[src/rtl/barycentric_stepper_if.sv]
// Bundle of setup and pixel-stream signals for barycentric_stepper.
// The slave side is the stepper itself; the master side drives setup
// and the downstream ready, and consumes the pixel stream.
interface barycentric_stepper_if;
    logic        nd;
    logic        us_rfd;
    logic [15:0] x_min;
    logic [15:0] x_max;
    logic [15:0] y_min;
    logic [15:0] y_max;
    logic [15:0] u0;
    logic [15:0] v0;
    logic [15:0] w0;
    logic [15:0] du_dx;
    logic [15:0] dv_dx;
    logic [15:0] dw_dx;
    logic [15:0] du_dy;
    logic [15:0] dv_dy;
    logic [15:0] dw_dy;
    logic        ds_rfd;
    logic        rdy;
    logic [15:0] u;
    logic [15:0] v;
    logic [15:0] w;
    logic [15:0] p_x;
    logic [15:0] p_y;
    logic        done;

    modport master (
        output nd, x_min, x_max, y_min, y_max,
        output u0, v0, w0, du_dx, dv_dx, dw_dx, du_dy, dv_dy, dw_dy,
        output ds_rfd,
        input  us_rfd, rdy, u, v, w, p_x, p_y, done
    );

    modport slave (
        input  nd, x_min, x_max, y_min, y_max,
        input  u0, v0, w0, du_dx, dv_dx, dw_dx, du_dy, dv_dy, dw_dy,
        input  ds_rfd,
        output us_rfd, rdy, u, v, w, p_x, p_y, done
    );
endinterface

[src/rtl/barycentric_stepper.sv]
// Walks a triangle's bounding box in raster order (x fastest), one pixel
// per accepted transfer, stepping three Q16.8 barycentric accumulators
// incrementally and presenting them as fp16 together with the pixel
// coordinates.
module barycentric_stepper (
    input  logic                  clk,
    input  logic                  rst,
    barycentric_stepper_if.slave  bus
);

    typedef enum logic {
        IDLE,
        SCAN
    } state_t;

    state_t            state;
    state_t            state_n;
    logic              us_rfd_q;
    logic              us_rfd_n;
    logic              done_q;
    logic              done_n;
    logic [15:0]       p_x_q;
    logic [15:0]       p_x_n;
    logic [15:0]       p_y_q;
    logic [15:0]       p_y_n;
    logic [15:0]       x_min_q;
    logic [15:0]       x_min_n;
    logic [15:0]       x_max_q;
    logic [15:0]       x_max_n;
    logic [15:0]       y_max_q;
    logic [15:0]       y_max_n;

    // Index 0 = u, 1 = v, 2 = w throughout.
    logic [2:0][23:0]  acc_q;
    logic [2:0][23:0]  acc_n;
    logic [2:0][23:0]  row_q;
    logic [2:0][23:0]  row_n;
    logic [2:0][15:0]  dx_q;
    logic [2:0][15:0]  dx_n;
    logic [2:0][15:0]  dy_q;
    logic [2:0][15:0]  dy_n;

    logic [2:0][15:0]  start_in;
    logic [2:0][15:0]  dx_in;
    logic [2:0][15:0]  dy_in;

    assign start_in = {bus.w0, bus.v0, bus.u0};
    assign dx_in    = {bus.dw_dx, bus.dv_dx, bus.du_dx};
    assign dy_in    = {bus.dw_dy, bus.dv_dy, bus.du_dy};

    function automatic logic [23:0] sext(input logic [15:0] val);
        return {{8{val[15]}}, val};
    endfunction

    // Q16.8 to fp16: exponent follows the leading one of the magnitude,
    // mantissa is the next ten bits below it, truncated. The ten zero
    // bits appended below the magnitude supply the fill when the leading
    // one sits low.
    function automatic logic [15:0] to_fp16(input logic [23:0] val);
        logic [23:0] mag;
        logic [33:0] ext;
        logic [5:0]  lead;
        logic [4:0]  expo;
        logic [9:0]  mant;
        mag  = val[23] ? (~val + 24'd1) : val;
        lead = 6'd0;
        for (int i = 0; i < 24; i++) begin
            if (mag[i]) lead = 6'(i);
        end
        ext  = {mag, 10'b0};
        mant = ext[lead +: 10];
        expo = 5'(lead + 6'd7);
        return (val == 24'd0) ? 16'h0000 : {val[23], expo, mant};
    endfunction

    // Next-state and datapath update: setup acceptance in IDLE, raster
    // stepping on each transfer in SCAN.
    always_comb begin
        state_n = state;
        done_n  = 1'b0;
        p_x_n   = p_x_q;
        p_y_n   = p_y_q;
        x_min_n = x_min_q;
        x_max_n = x_max_q;
        y_max_n = y_max_q;
        acc_n   = acc_q;
        row_n   = row_q;
        dx_n    = dx_q;
        dy_n    = dy_q;
        case (state)
            IDLE: begin
                if (bus.nd && us_rfd_q) begin
                    if ((bus.x_max < bus.x_min) || (bus.y_max < bus.y_min)) begin
                        done_n = 1'b1;
                    end else begin
                        state_n = SCAN;
                        p_x_n   = bus.x_min;
                        p_y_n   = bus.y_min;
                        x_min_n = bus.x_min;
                        x_max_n = bus.x_max;
                        y_max_n = bus.y_max;
                        dx_n    = dx_in;
                        dy_n    = dy_in;
                        for (int i = 0; i < 3; i++) begin
                            acc_n[i] = sext(start_in[i]);
                            row_n[i] = sext(start_in[i]);
                        end
                    end
                end
            end
            SCAN: begin
                if (bus.ds_rfd) begin
                    if (p_x_q < x_max_q) begin
                        p_x_n = p_x_q + 16'd1;
                        for (int i = 0; i < 3; i++) begin
                            acc_n[i] = acc_q[i] + sext(dx_q[i]);
                        end
                    end else if (p_y_q < y_max_q) begin
                        p_x_n = x_min_q;
                        p_y_n = p_y_q + 16'd1;
                        for (int i = 0; i < 3; i++) begin
                            row_n[i] = row_q[i] + sext(dy_q[i]);
                            acc_n[i] = row_n[i];
                        end
                    end else begin
                        state_n = IDLE;
                        done_n  = 1'b1;
                    end
                end
            end
            default: begin
                state_n = IDLE;
            end
        endcase
        us_rfd_n = (state_n == IDLE);
    end

    // State and datapath registers with synchronous reset.
    always_ff @(posedge clk) begin
        if (rst) begin
            state    <= IDLE;
            us_rfd_q <= 1'b0;
            done_q   <= 1'b0;
            p_x_q    <= 16'd0;
            p_y_q    <= 16'd0;
            x_min_q  <= 16'd0;
            x_max_q  <= 16'd0;
            y_max_q  <= 16'd0;
            acc_q    <= '0;
            row_q    <= '0;
            dx_q     <= '0;
            dy_q     <= '0;
        end else begin
            state    <= state_n;
            us_rfd_q <= us_rfd_n;
            done_q   <= done_n;
            p_x_q    <= p_x_n;
            p_y_q    <= p_y_n;
            x_min_q  <= x_min_n;
            x_max_q  <= x_max_n;
            y_max_q  <= y_max_n;
            acc_q    <= acc_n;
            row_q    <= row_n;
            dx_q     <= dx_n;
            dy_q     <= dy_n;
        end
    end

    assign bus.us_rfd = us_rfd_q;
    assign bus.rdy    = (state == SCAN);
    assign bus.done   = done_q;
    assign bus.p_x    = p_x_q;
    assign bus.p_y    = p_y_q;
    assign bus.u      = to_fp16(acc_q[0]);
    assign bus.v      = to_fp16(acc_q[1]);
    assign bus.w      = to_fp16(acc_q[2]);

endmodule

[src/flat_wrapper.sv]
// flat-port wrapper written by rule: the top's interface ports become plain ports
module barycentric_stepper_flat 
  (clk, rst, bus_nd, bus_x_min, bus_x_max, bus_y_min, bus_y_max, bus_u0, bus_v0, bus_w0, bus_du_dx, bus_dv_dx, bus_dw_dx, bus_du_dy, bus_dv_dy, bus_dw_dy, bus_ds_rfd, bus_us_rfd, bus_rdy, bus_u, bus_v, bus_w, bus_p_x, bus_p_y, bus_done);
  barycentric_stepper_if bus_i ();
  input  logic clk;
  input  logic rst;
  input wire logic [$bits(bus_i.nd)-1:0] bus_nd;
  input wire logic [$bits(bus_i.x_min)-1:0] bus_x_min;
  input wire logic [$bits(bus_i.x_max)-1:0] bus_x_max;
  input wire logic [$bits(bus_i.y_min)-1:0] bus_y_min;
  input wire logic [$bits(bus_i.y_max)-1:0] bus_y_max;
  input wire logic [$bits(bus_i.u0)-1:0] bus_u0;
  input wire logic [$bits(bus_i.v0)-1:0] bus_v0;
  input wire logic [$bits(bus_i.w0)-1:0] bus_w0;
  input wire logic [$bits(bus_i.du_dx)-1:0] bus_du_dx;
  input wire logic [$bits(bus_i.dv_dx)-1:0] bus_dv_dx;
  input wire logic [$bits(bus_i.dw_dx)-1:0] bus_dw_dx;
  input wire logic [$bits(bus_i.du_dy)-1:0] bus_du_dy;
  input wire logic [$bits(bus_i.dv_dy)-1:0] bus_dv_dy;
  input wire logic [$bits(bus_i.dw_dy)-1:0] bus_dw_dy;
  input wire logic [$bits(bus_i.ds_rfd)-1:0] bus_ds_rfd;
  output wire logic [$bits(bus_i.us_rfd)-1:0] bus_us_rfd;
  output wire logic [$bits(bus_i.rdy)-1:0] bus_rdy;
  output wire logic [$bits(bus_i.u)-1:0] bus_u;
  output wire logic [$bits(bus_i.v)-1:0] bus_v;
  output wire logic [$bits(bus_i.w)-1:0] bus_w;
  output wire logic [$bits(bus_i.p_x)-1:0] bus_p_x;
  output wire logic [$bits(bus_i.p_y)-1:0] bus_p_y;
  output wire logic [$bits(bus_i.done)-1:0] bus_done;
  assign bus_i.nd = bus_nd;
  assign bus_i.x_min = bus_x_min;
  assign bus_i.x_max = bus_x_max;
  assign bus_i.y_min = bus_y_min;
  assign bus_i.y_max = bus_y_max;
  assign bus_i.u0 = bus_u0;
  assign bus_i.v0 = bus_v0;
  assign bus_i.w0 = bus_w0;
  assign bus_i.du_dx = bus_du_dx;
  assign bus_i.dv_dx = bus_dv_dx;
  assign bus_i.dw_dx = bus_dw_dx;
  assign bus_i.du_dy = bus_du_dy;
  assign bus_i.dv_dy = bus_dv_dy;
  assign bus_i.dw_dy = bus_dw_dy;
  assign bus_i.ds_rfd = bus_ds_rfd;
  assign bus_us_rfd = bus_i.us_rfd;
  assign bus_rdy = bus_i.rdy;
  assign bus_u = bus_i.u;
  assign bus_v = bus_i.v;
  assign bus_w = bus_i.w;
  assign bus_p_x = bus_i.p_x;
  assign bus_p_y = bus_i.p_y;
  assign bus_done = bus_i.done;
  barycentric_stepper u_core (.clk(clk), .rst(rst), .bus(bus_i));
endmodule
[config.mk]
export PLATFORM = sky130hd
export DESIGN_NAME = barycentric_stepper_flat
export DESIGN_NICKNAME = d
export VERILOG_FILES = /design/src/rtl/barycentric_stepper_if.sv /design/src/rtl/barycentric_stepper.sv /design/src/flat_wrapper.sv
export SDC_FILE = /design/constraint.sdc
export NUM_CORES = 2
export LEC_CHECK = 0
export ABC_CLOCK_PERIOD_IN_PS = 5000
export CAP_MARGIN = 20
export CORE_MARGIN = 10
export CORE_UTILIZATION = 45
export CTS_BUF_LIST = sky130_fd_sc_hd__clkbuf_4
export CTS_CLUSTER_DIAMETER = 30
export DETAILED_ROUTE_END_ITERATION = 10
export PLACE_DENSITY = 0.68
export REMOVE_ABC_BUFFERS = 1
export SLEW_MARGIN = 30
export SYNTH_ARGS = -nofsm -noshare
export SYNTH_HDL_FRONTEND = slang
export SYNTH_SLANG_ARGS = --single-unit
[constraint.sdc]
create_clock -name clk -period 5 [get_ports clk]
set_input_delay 1 -clock clk [delete_from_list [all_inputs] [get_ports clk]]
set_output_delay 1 -clock clk [all_outputs]
set_load 0.02 [all_outputs]
==> impl_metrics.env <==
export IMPL_outcome="complete, but fails checks"
export IMPL_violations="setup timing"
export IMPL_grt_pass1_vias=29770
export IMPL_portBuffers=294
export IMPL_p_int_mw=8.217
export IMPL_fmax_mhz=170.3
export IMPL_ys_seq_area_share_pct=23.26
export IMPL_worstSetupStartpointType="flop"
export IMPL_clk_pin_slew_ns=0.06
export IMPL_instances_no_fill=5389
export IMPL_synth_async_reset_ratio_pct=0
export IMPL_hold_viol=0
export IMPL_avgSynthCellArea_sq_um=7.332
export IMPL_hp_class="flop to flop"
export IMPL_timing_final_ws_setup_ns=-0.8708
export IMPL_final_cell_area_sq_um=39220
export IMPL_synth_top_area_cell="dfxtp_1"
export IMPL_fin_worst_skew_ns=0.08203
export IMPL_antenna_found_initial=5
export IMPL_clockBufferDepth=3
export IMPL_ys_top_cells_by_count="nand2_1 (547), a21oi_1 (398), dfxtp_1 (323), nor2_1 (319), o21ai_0 (209)"
export IMPL_yosysMostFrequentCell="nand2_1"
export IMPL_p_comb_share_pct=58.6
export IMPL_wl_per_cell_um=18.91
export IMPL_crit_start="u_core.acc_q[24]"
export IMPL_dieArea_sq_um=72120
export IMPL_ir_drop_uv=326.4
export IMPL_crit_required_ns=4.00
export IMPL_arrival_ns=4.87
export IMPL_fp_dieH_um=268.6
export IMPL_hpwl_mm=73.36
export IMPL_synth_seq_cells=323
export IMPL_fin_crit_sh_pct=117.4
export IMPL_slew_viol_final=0
export IMPL_worst_setup_path_type="flop to primary output"
export IMPL_tightest_slew_ns=0.9574
export IMPL_r2r_start="u_core.acc_q[49]"
export IMPL_ioPinCount=295
export IMPL_drive_gt1_share_pct=25.13
export IMPL_hold_path_startpoint="u_core.x_max_q[11]"
export IMPL_vias=31270
export IMPL_grt_use_total_pct=26.66
export IMPL_p_sw_share_pct=40.73
export IMPL_rsz0062_at_grt="yes"
export IMPL_grt_ovfl_total=0
export IMPL_worstPathMaxFanout=8
export IMPL_drt_iter0_drc=2276
export IMPL_cts_sinks=323
export IMPL_num_rows=91
export IMPL_cts_root_buf="clkbuf_4"
export IMPL_synth_top_area_share_pct=23.26
export IMPL_coreArea_sq_um=61480
export IMPL_tritoncts="built"
export IMPL_p_seq_share_pct=20.1
export IMPL_totalWireLength_mm=101.9
export IMPL_maxCapViolations=0
export IMPL_synth_cell_type_count=95
export IMPL_slew_headroom_pct=36.10
export IMPL_layout_min_cycle_time_ns=5.871
export IMPL_die_w_um=268.6
export IMPL_grt_max_degree=139
export IMPL_drc=0
export IMPL_p_leak_nw=16.30
export IMPL_synthToLayoutAreaGrowth_pct=41.05
export IMPL_finalSetupViolCount=43
export IMPL_yosys_most_used_dff="dfxtp_1"
export IMPL_gp_congestion=0.9527
export IMPL_cts_buffers=101
export IMPL_ys_warn_count=0
export IMPL_initial_core_util_pct=45.22
export IMPL_clk_latency_ns=0.89
export IMPL_critPathCaptureType="primary output"
export IMPL_grt_pass1_wl_mm=158.2
export IMPL_viasPerCell=5.803
export IMPL_yosys_top_cells_area="dfxtp_1 (23%), ha_1 (9.3%), nand2_1 (7.4%), a21oi_1 (7.2%), mux2i_1 (5.0%)"
export IMPL_dpl_cell_area_sq_um=34400
export IMPL_postCtsHoldBufs=0
export IMPL_synth_edff_count=0
export IMPL_final_nets=4937
export IMPL_pwr_share_clk_pct=21.4
export IMPL_power_density_nw_per_um2=353.5
export IMPL_drtAntennaViolNets=0
export IMPL_drtPass1Iterations=5
export IMPL_holdWs_ns=0.4548
export IMPL_netlist_instances=3792
export IMPL_nFillCells=5331
export IMPL_dpl_cell_count=5086
export IMPL_netlist_area_sq_um=27800
export IMPL_h_tree_depth=3
export IMPL_switchingPower_mw=5.646
-- timing repair --
item / CTS / global route
resized for setup: 585 / 230
endpoints found under the setup margin: 45 / 45
hold endpoints to repair: 0 / 0
cloned: 8 / 0
pin swaps: 104 / 92
buffers inserted: 83 / 41
-- cells in the final DEF (no fill, tap or decap), drive strengths merged, types with 79 or more instances in the layout --
cell / netlist / routed
a21oi: 398 / 398
nand2: 549 / 549
nor3: 79 / 79
o21ai: 223 / 223
clkdlybuf4s50: 0 / 248
nor2: 321 / 321
dfxtp: 323 / 323
buf: 45 / 607
xnor2: 125 / 125
a211oi: 115 / 115
inv: 136 / 139
mux2i: 140 / 140
clkbuf: 197 / 136
ha: 206 / 206
xor2: 86 / 86
-- cell type report --
class / instances / area [sq um] / share of cell area (%)
Inverter: 137 / 544.3 / 1.388
Clock inverter: 50 / 420.4 / 1.072
Sequential cell: 323 / 6480 / 16.52
Timing Repair Buffer: 857 / 7685 / 19.60
Antenna cell: 3 / 7.507 / 0.01914
Timing Repair inverter: 2 / 22.52 / 0.05743
Multi-Input combinational cell: 3091 / 22050 / 56.22
Clock buffer: 136 / 1021 / 2.604
Tap cell: 790 / 988.4 / 2.521
-- per-stage QoR --
stage / power, mW / setup TNS (ns) / worst slack [ns] / utilization, %
2_1_floorplan: 5.988 / -1688.28 / -8.897 / -
6_report: 13.86 / -25.56 / -0.8708 / 63.78
5_1_grt: 14.57 / -33.13 / -1.081 / 63.78
3_3_place_gp: 8.842 / -14.88 / -0.5298 / 55.94
4_1_cts: 13.00 / -27.29 / -0.8527 / 61.72
3_5_place_dp: 8.840 / -16.48 / -0.5965 / 55.95
-- sequential cells by signal (all words and copies together), names as in the netlist, 16 cells and up --
signal,flops
u_core.acc_q,72
u_core.bus.p_x,16
u_core.bus.p_y,16
u_core.dx_q,48
u_core.dy_q,48
u_core.row_q,72
u_core.x_max_q,16
u_core.x_min_q,16
u_core.y_max_q,16
-- path summary, 6_finish.rpt --
check,cells after the start,slack [ns],endpoint
max,17,-0.87,bus_v[6]
min,2,0.45,u_core.x_max_q[11]
max reg2reg,14,1.14,u_core.acc_q[71]
min reg2reg,2,0.45,u_core.x_max_q[11]
-- power groups by stage --
stage,registers (mW),logic [mW],clock network [mW]
final,2.78,8.12,2.96
after detailed placement,2.83,6.01,0
after global placement,2.83,6.01,0
after CTS,2.78,7.17,3.04
after floorplan,2.87,3.12,0
after global routing,2.79,8.59,3.18
-- critical path: stages, from the launching register on --
cell and delay [ns]:
dfxtp_2 0.32, buf_6 0.11, or4_4 0.53, or4_4 0.50, buf_6 0.16, o311ai_4 0.31, a211oi_2 0.11, a31oi_1 0.20
o21ai_2 0.12, o211ai_1 0.33, o21ai_4 0.19, buf_4 0.18, buf_6 0.10, buf_6 0.13, mux2i_4 0.19, o32ai_2 0.11
nor3_2 0.23, buf_4 0.19
-- layer usage --
layer	GRT usage, %	routed length (um)
met1	34.45	44560
met2	43.43	46740
met3	5.917	7551
met4	8.669	3004
met5	0	31
-- logic make-up (layout without fill, tap and decap cells) --
group | after synthesis | count (layout) | share of synthesized area, %
XOR/XNOR | 211 | 211 | 6.674
AND/OR/NAND/NOR | 1291 | 1292 | 21.02
buffers and inverters | 379 | 1182 | 5.275
other | 0 | 3 | 0
flip-flops | 323 | 323 | 23.26
adder cells (fa/ha/maj) | 212 | 212 | 9.703
multiplexers | 159 | 159 | 5.810
AO/OA/AOI/OAI | 1217 | 1217 | 28.26
Note: power is estimated with default switching activity, not from simulation.
